$ cat config.mk
export PLATFORM = sky130hd
export DESIGN_NAME = booth_divider
export DESIGN_NICKNAME = d
export VERILOG_FILES = /design/src/rtl/booth_divider.sv
export SDC_FILE = /design/constraint.sdc
export NUM_CORES = 1
export LEC_CHECK = 0
export CORE_MARGIN = 2
export CORE_UTILIZATION = 45
export DETAILED_ROUTE_END_ITERATION = 7
export HOLD_SLACK_MARGIN = 0.06
export PLACE_DENSITY = 0.65
export SYNTH_ARGS = -nofsm -noshare
export SYNTH_HDL_FRONTEND = slang
export SYNTH_SLANG_ARGS = --single-unit
$ cat constraint.sdc
create_clock -name clk -period 3.5 [get_ports clk]
set_input_delay 0.525 -clock clk [delete_from_list [all_inputs] [get_ports clk]]
set_output_delay 0.525 -clock clk [all_outputs]
set_load 0.02 [all_outputs]
$ cat src/rtl/booth_divider.sv
// booth_divider: sequential signed restoring divider.
// Divides a 2N-bit signed dividend by an N-bit signed divisor, producing one
// quotient bit per clock. The quotient is truncated toward zero and the
// remainder takes the sign of the dividend. Latency is fixed from the
// accepting edge to done, including divide-by-zero and overflow cases.
module booth_divider #(
    parameter int N = 4
) (
    input  logic             clk,
    input  logic             rst,
    input  logic             start,
    input  logic [2*N-1:0]   dividend,
    input  logic [N-1:0]     divisor,
    output logic             busy,
    output logic             done,
    output logic [2*N-1:0]   quotient,
    output logic [N-1:0]     remainder,
    output logic             div_by_zero,
    output logic             overflow
);

    localparam int W  = 2 * N;
    localparam int CW = $clog2(W) + 1;

    localparam logic [W-1:0]  ONE_W     = {{(W-1){1'b0}}, 1'b1};
    localparam logic [N-1:0]  ONE_N     = {{(N-1){1'b0}}, 1'b1};
    localparam logic [N:0]    ONE_N1    = {{N{1'b0}}, 1'b1};
    localparam logic [W-1:0]  MIN_W     = {1'b1, {(W-1){1'b0}}};
    localparam logic [N-1:0]  NEG_ONE_N = {N{1'b1}};
    localparam logic [CW-1:0] CNT_ONE   = {{(CW-1){1'b0}}, 1'b1};
    localparam logic [CW-1:0] CNT_LAST  = CW'(W - 1);

    typedef enum logic [1:0] {
        S_IDLE = 2'd0,
        S_CALC = 2'd1,
        S_FIX  = 2'd2,
        S_DONE = 2'd3
    } state_t;

    // Magnitude of the dividend; the most-negative value maps to 2^(W-1) unsigned.
    function automatic logic [W-1:0] abs_dividend(input logic [W-1:0] v);
        return v[W-1] ? (~v + ONE_W) : v;
    endfunction

    // Magnitude of the divisor, widened by one bit so -2^(N-1) fits unsigned.
    function automatic logic [N:0] abs_divisor(input logic [N-1:0] v);
        logic [N:0] ext;
        ext = {v[N-1], v};
        return ext[N] ? (~ext + ONE_N1) : ext;
    endfunction

    // Two's-complement negation at quotient width.
    function automatic logic [W-1:0] neg_w(input logic [W-1:0] v);
        return ~v + ONE_W;
    endfunction

    // Two's-complement negation at remainder width.
    function automatic logic [N-1:0] neg_n(input logic [N-1:0] v);
        return ~v + ONE_N;
    endfunction

    state_t          r_state;
    state_t          w_next;
    logic [W-1:0]    r_dvd;        // dividend magnitude shifting out, quotient bits shifting in
    logic [N:0]      r_rem;        // partial remainder
    logic [N:0]      r_dvs;        // divisor magnitude
    logic [CW-1:0]   r_cnt;
    logic            r_neg_q;
    logic            r_neg_r;
    logic            r_dbz_p;
    logic            r_ovf_p;
    logic            r_busy;
    logic            r_done;
    logic [W-1:0]    r_quotient;
    logic [N-1:0]    r_remainder;
    logic            r_div_by_zero;
    logic            r_overflow;

    logic [N:0]      w_shift;
    logic [N+1:0]    w_trial;
    logic            w_trial_ok;

    // State register.
    always_ff @(posedge clk) begin
        if (rst) begin
            r_state <= S_IDLE;
        end else begin
            r_state <= w_next;
        end
    end

    // Next-state decode: fixed-length sequence once a request is accepted.
    always_comb begin
        w_next = r_state;
        case (r_state)
            S_IDLE: begin
                if (start) begin
                    w_next = S_CALC;
                end else begin
                    w_next = S_IDLE;
                end
            end
            S_CALC: begin
                if (r_cnt == CNT_LAST) begin
                    w_next = S_FIX;
                end else begin
                    w_next = S_CALC;
                end
            end
            S_FIX:   w_next = S_DONE;
            S_DONE:  w_next = S_IDLE;
            default: w_next = S_IDLE;
        endcase
    end

    // Trial subtraction: shift in the next dividend bit, subtract the divisor.
    always_comb begin
        w_shift    = {r_rem[N-1:0], r_dvd[W-1]};
        w_trial    = {1'b0, w_shift} - {1'b0, r_dvs};
        w_trial_ok = ~w_trial[N+1];
    end

    // Datapath and registered outputs.
    always_ff @(posedge clk) begin
        if (rst) begin
            r_dvd         <= {W{1'b0}};
            r_rem         <= {(N+1){1'b0}};
            r_dvs         <= {(N+1){1'b0}};
            r_cnt         <= {CW{1'b0}};
            r_neg_q       <= 1'b0;
            r_neg_r       <= 1'b0;
            r_dbz_p       <= 1'b0;
            r_ovf_p       <= 1'b0;
            r_busy        <= 1'b0;
            r_done        <= 1'b0;
            r_quotient    <= {W{1'b0}};
            r_remainder   <= {N{1'b0}};
            r_div_by_zero <= 1'b0;
            r_overflow    <= 1'b0;
        end else begin
            case (r_state)
                S_IDLE: begin
                    r_done <= 1'b0;
                    if (start) begin
                        r_neg_q <= dividend[W-1] ^ divisor[N-1];
                        r_neg_r <= dividend[W-1];
                        r_dvd   <= abs_dividend(dividend);
                        r_dvs   <= abs_divisor(divisor);
                        r_rem   <= {(N+1){1'b0}};
                        r_cnt   <= {CW{1'b0}};
                        r_dbz_p <= (divisor == {N{1'b0}});
                        r_ovf_p <= (dividend == MIN_W) && (divisor == NEG_ONE_N);
                        r_busy  <= 1'b1;
                    end else begin
                        r_busy  <= 1'b0;
                    end
                end
                S_CALC: begin
                    r_dvd <= {r_dvd[W-2:0], w_trial_ok};
                    if (w_trial_ok) begin
                        r_rem <= w_trial[N:0];
                    end else begin
                        r_rem <= w_shift;
                    end
                    r_cnt <= r_cnt + CNT_ONE;
                end
                S_FIX: begin
                    if (r_dbz_p) begin
                        r_quotient    <= {W{1'b0}};
                        r_remainder   <= {N{1'b0}};
                        r_div_by_zero <= 1'b1;
                        r_overflow    <= 1'b0;
                    end else begin
                        r_quotient    <= r_neg_q ? neg_w(r_dvd) : r_dvd;
                        r_remainder   <= r_neg_r ? neg_n(r_rem[N-1:0]) : r_rem[N-1:0];
                        r_div_by_zero <= 1'b0;
                        // -2^(W-1) / -1 leaves magnitude 2^(W-1), which already reads as the wrapped pattern
                        r_overflow    <= r_ovf_p;
                    end
                end
                S_DONE: begin
                    r_done <= 1'b1;
                    r_busy <= 1'b0;
                end
                default: begin
                    r_done <= 1'b0;
                    r_busy <= 1'b0;
                end
            endcase
        end
    end

    assign busy        = r_busy;
    assign done        = r_done;
    assign quotient    = r_quotient;
    assign remainder   = r_remainder;
    assign div_by_zero = r_div_by_zero;
    assign overflow    = r_overflow;

endmodule

== Yosys cells after proc, flatten, opt, wreduce, memory -nomap -nowiden ==
Index checks and enable logic that the tools add are counted.
W data, S select, Z words.

* Output and inout bits: 16
* Bits in registers: 43
* Bits of input ports: 15
* Logic and storage cells: 62

* Reduce and logical (&&, ||, !) cells: 7
* Muxes and demuxes: 21
* Bitwise logic cells: 6
* $add $sub $neg: 6
* Equal/unequal tests: 7

{| class="wikitable"
|+ Operators by type and width
! cell !! number
|-
| $mux W8 || 4
|-
| $mux W4 || 5
|-
| $add A8 B1 Y8 const B || 2
|-
| $not A8 Y8 || 2
|-
| $pmux W4 S2 || 2
|-
| $pmux W8 S2 || 1
|-
| $add A4 B1 Y4 const B || 2
|-
| $eq A8 B8 Y1 const B || 1
|-
| $pmux W2 S4 || 1
|-
| $sub A5 B5 Y6 || 1
|-
| $add A5 B1 Y5 const B || 1
|-
| $mux W5 || 1
|-
| $not A5 Y5 || 1
|-
| $eq A2 B2 Y1 const B || 2
|-
| $eq A4 B3 Y1 const B || 1
|-
| $eq A4 B4 Y1 const B || 1
|-
| $logic_not A4 Y1 || 1
|-
| $mux W1 || 4
|-
| $not A4 Y4 || 1
|-
| $pmux W1 S2 || 2
|-
| $reduce_and A2 Y1 || 2
|-
| $reduce_bool A2 Y1 || 2
|-
| $eq A2 B1 Y1 const B || 1
|-
| $logic_not A2 Y1 || 1
|-
| 5 further kinds || 5
|}

== Longest topological paths before layout ==
* Depth in word-level cells: 5
* Mapped depth: 7
* Mapped depth without buffers: 7

== Worst setup path before layout ==
Ideal clock, no wire load.

* Path kind: in2reg
* From: input dividend[0]
* To: register r_dvd[4]
* Arrival time: 1.648 ns
* Cell stages on the path: 6
* Data required time: 3.399 ns
* Slack: 1.751 ns
* Cells stage by stage: inv_1 -> ha_1 -> or3b_2 -> a21boi_0 -> nor3b_1 -> o41ai_1

* Longest elaborated chain between the ends: 5

{| class="wikitable"
|+ Ends and longest elaborated chain
! what !! line !! RTL
|-
| start: declaration || 12 || <nowiki>input logic [2*N-1:0] dividend,</nowiki>
|-
| $not A8 Y8 || 42 || <nowiki>return v[W-1] ? (~v + ONE_W) : v;</nowiki>
|-
| $add A8 B1 Y8 || 42 ||
|-
| $mux W8 || 42 ||
|-
| $mux W8 || 144 || <nowiki>if (start) begin</nowiki>
|-
| $pmux W8 S2 || 141 || <nowiki>case (r_state)</nowiki>
|-
| end signal: assignment || 126 || <nowiki>r_dvd <= {W{1'b0}};</nowiki>
|-
| end signal: assignment || 147 || <nowiki>r_dvd <= abs_dividend(dividend);</nowiki>
|-
| end signal: assignment || 159 || <nowiki>r_dvd <= {r_dvd[W-2:0], w_trial_ok};</nowiki>
|-
| end: declaration || 64 || <nowiki>logic [W-1:0] r_dvd;</nowiki>
|}

No other way between the ends. The select of a mux whose other input is x is not followed.
A chain may end at the register's enable or synchronous reset.

==> flow_metrics.py <==
metrics = {
    "clock_network": {
        "cts.sinks": 43,
        "clock_path_buffers": 2,
        "post-cts-setup-buffers": 0,
        "cts_tree": "yes",
        "cts_buffers": 5,
        "clkLatencyLatePin_ns": 0.29,
        "path_clk_slew_ns": 0.07,
        "cts-htree-levels": 2,
        "holdBufCountCts": 0,
        "cts_resized": 0,
        "cts_root_buf": "clkbuf_8",
    },
    "route": {
        "routed_wl_um": 4983,
        "vias": 2065,
        "detail_route.drc_violations": 0,
        "vias_per_cell": 5.350,
        "drt_iter0_drc": 115,
        "wire_per_inst_um": 12.91,
        "ant_nets": 0,
        "drt_pass1_iterations": 4,
    },
    "yosys": {
        "yosys.cell_types.count": 51,
        "synth_nets": 323,
        "ys_seq_elements": 43,
        "yosysSeqAreaShare_pct": 35.25,
        "ys.flop_type": "dfxtp_1",
        "syn-instance-count": 292,
        "syn_area_um2": 2442,
        "avgSynthCellArea_um2": 8.364,
        "synthTopCellsByArea": "dfxtp_1 (35%), ha_1 (7.7%), nor2_1 (4.5%), nand2_1 (4.3%), a21oi_1 (3.7%)",
        "yosysTopAreaCell": "dfxtp_1",
        "synthesis.yosys.warnings": 0,
        "synth_edf_count": 0,
        "synthDominantCellAreaShare_pct": 35.25,
        "postSynth.asyncResetShare_pct": 0,
    },
    "setup_path": {
        "reg2reg_to": "r_dvd[7]",
        "worst-setup-path-type": "flip-flop to flip-flop",
        "path_cells": "inv_1 -> ha_1 -> o21bai_1 -> a22oi_1 -> a21oi_1",
        "worstSetupEndpointType": "flip-flop",
        "cp_top_family": "compound AO/OA/AOI/OAI gates",
        "required_ns": 3.72,
        "cp.arrival_ns": 2.34,
        "worstRegToRegCells": 5,
        "worst_path_max_delay_cell": "o21bai_1",
        "path_max_fanout": 25,
        "reg2reg_slack_ns": 1.38,
        "worst-path-buf-inv": 1,
        "critPathMaxStageDelay_ns": 0.79,
        "worstSetupStartpointType": "flip-flop",
    },
    "sta": {
        "timing.setup.tns_ns": 0,
        "fin_crit_ns": 2.122,
        "worst_pin_slew_ns": 0.8497,
        "fin_crit_sh_pct": 60.63,
        "rsz0062_at_grt": "no",
        "maxSlewViolCount": 0,
        "maxSlewHeadroom_pct": 43.24,
        "fmax_mhz": 471.3,
        "setup_viol": 0,
        "skew_ns": 0.005000,
        "hold_viol": 0,
    },
    "pwr": {
        "ir_drop_mv": 0.1407,
        "power.clock.fraction_pct": 29.9,
        "p_seq_share_pct": 51.3,
        "p_int_w": 0.0007513,
        "switchingPower_w": 0.0002906,
        "p_sw_share_pct": 27.89,
        "p_comb_share_pct": 18.8,
        "p_leak_nw": 1.056,
        "power_density_nw_per_um2": 363.0,
    },
    "outcome": {
        "status": "completed",
    },
    "final_layout": {
        "nNetsFinal": 347,
        "final_core_util_pct": 55.49,
        "antenna_cells": 0,
        "n_fill_cell": 493,
        "syn2layout_area_growth_pct": 17.52,
        "layout-drive-gt1-share_pct": 5.063,
    },
    "floorplanning": {
        "die_area_um2": 6033,
        "die_h_um": 77.67,
        "initial_core_util_pct": 47.22,
        "ios": 31,
        "num_rows": 26,
        "die_w_um": 77.67,
        "coreArea_um2": 5172,
    },
    "hold_path": {
        "hold_path.class": "flip-flop to flip-flop",
        "hold_path.startpoint": "r_dvs[4]",
        "min_to": "r_dvs[4]",
        "whs_path_depth": 2,
    },
    "global_route": {
        "grt_pass1_vias": 1820,
        "grt_max_degree": 44,
        "grt-busiest-layer": "met2",
        "antenna_found_initial": 0,
        "gr-usage-met3_pct": 3.605,
        "grt-ovfl-total": 0,
        "grt_usage_pct": 17.63,
        "use_met1_pct": 24.89,
        "grt_pass1_wl_um": 8680,
        "grtUsageMet2_pct": 26.64,
    },
    "job": {
        "drv_cap": 0,
    },
    "place": {
        "dp_hpwl_um": 3693,
        "port_buffers": 30,
        "place_congestion": 0.8261,
    },
}
[cell type report]
type | instances | area [um2] | area share [%]
Multi-Input combinational cell | 215 | 1451 | 50.57
Sequential cell | 43 | 860.8 | 29.99
Timing Repair Buffer | 31 | 307.8 | 10.72
Tap cell | 70 | 87.58 | 3.051
Clock buffer | 6 | 82.58 | 2.877
Inverter | 20 | 75.07 | 2.616
Clock inverter | 1 | 5.005 | 0.1744
[layout by cell type, fill, tap and decap left out, types with 2 or more instances in the layout]
master	Yosys	layout
or3b_2	2	2
nand4_1	2	2
nand2b_1	7	7
a21oi_1	18	18
nor3_1	8	8
o211ai_1	9	9
a22oi_1	8	8
nand3_1	5	5
mux2i_1	7	7
inv_1	20	20
dfxtp_1	43	43
or2_2	2	2
nor3b_1	3	3
nor2b_1	5	5
o21ai_0	6	6
a211oi_1	6	6
clkbuf_8	0	6
xor2_1	3	3
or3_1	4	4
a2bb2oi_1	2	2
and4b_1	2	2
a22o_1	2	2
o31ai_1	8	8
and2_1	2	2
ha_1	15	15
xnor2_1	7	7
nor2_1	29	29
nand2_1	28	28
clkdlybuf4s50_1	0	30
nand3b_1	5	5
[worst min-delay path: cells and delay by family (launching register included)]
family,cells,cell delay (ns)
buf+inv,1,0.07
flops,1,0.30
simple gates,1,0.05
[state kept, by name, summed over array words and instances, names as in the netlist, named ones only]
signal       count
r_state          1
div_by_zero      1
quotient         8
remainder        4
r_dbz_p          1
done             1
r_neg_r          1
r_neg_q          1
r_dvd            8
r_cnt            4
r_dvs            5
r_ovf_p          1
overflow         1
r_rem            4
busy             1
[power by group through the flow]
stage          Sequential [W]  Clock (W)  Combinational [W]
6_report             0.000534   0.000312           0.000196
5_1_grt              0.000538   0.000349           0.000221
4_1_cts              0.000534   0.000324           0.000196
3_5_place_dp         0.000545          0           0.000196
3_3_place_gp         0.000545          0           0.000194
2_1_floorplan        0.000536          0           0.000148
[metal layers]
| layer | share of wire (%) | vias up |
|---|---|---|
| met5 | 0 | - |
| met4 | 1.5 | 0 |
| met3 | 3.8 | 8 |
| met2 | 42 | 43 |
| met1 | 53 | 929 |
| li1 | - | 1085 |
[Yosys cell counts, types with 5 or more instances]
cell type and count:
o21ai_0 6, a21oi_1 18, a22oi_1 8, xnor2_1 7, o31ai_1 8, nor2_1 29, nand3_1 5, ha_1 15
nor2b_1 5, dfxtp_1 43, clkbuf_1 10, inv_1 20, a211oi_1 6, nor3_1 8, nand2_1 28, nand3b_1 5
o211ai_1 9, nand2b_1 7, mux2i_1 7
[how the worst max path moves through the flow]
stage | to | from | slack (ns) | cells past startpoint
floorplan | r_dvd[4] | dividend[0] | 1.75 | 6
global placement | r_dvd[4] | dividend[0] | 1.18 | 7
detailed placement | r_dvd[4] | dividend[0] | 1.12 | 7
CTS | r_dvd[7] | flip-flop | 1.37 | 5
global route | r_dvd[7] | flip-flop | 1.13 | 5
finish | r_dvd[7] | flip-flop | 1.38 | 5
[logic make-up after synthesis]
family,Yosys count,synth area share (%)
DFF,43,35.25
AOI/OAI and AO/OA,69,20.03
and+or+nand+nor,112,23.98
xor gates and xnor gates,10,3.586
muxes,8,3.330
buffers and inverters,34,5.328
adders and majority gates,16,8.504
[stage by stage]
step / instance area (um2) / total power, W / std cells / hold WS (ns) / worst slack [ns]
after global routing: 2870 / 0.001108 / 386 / 0.4842 / 1.129
after CTS: 2870 / 0.001054 / 386 / 0.4643 / 1.367
after detailed placement: 2783 / 0.0007412 / 379 / 0.4535 / 1.121
after global placement: 2783 / 0.0007396 / 379 / 0.4443 / 1.176
after floorplan: 2442 / 0.0006842 / 292 / 0.4279 / 1.751
final: 2870 / 0.001042 / 386 / 0.4586 / 1.378
No activity file was read; power rests on OpenSTA's default activity.
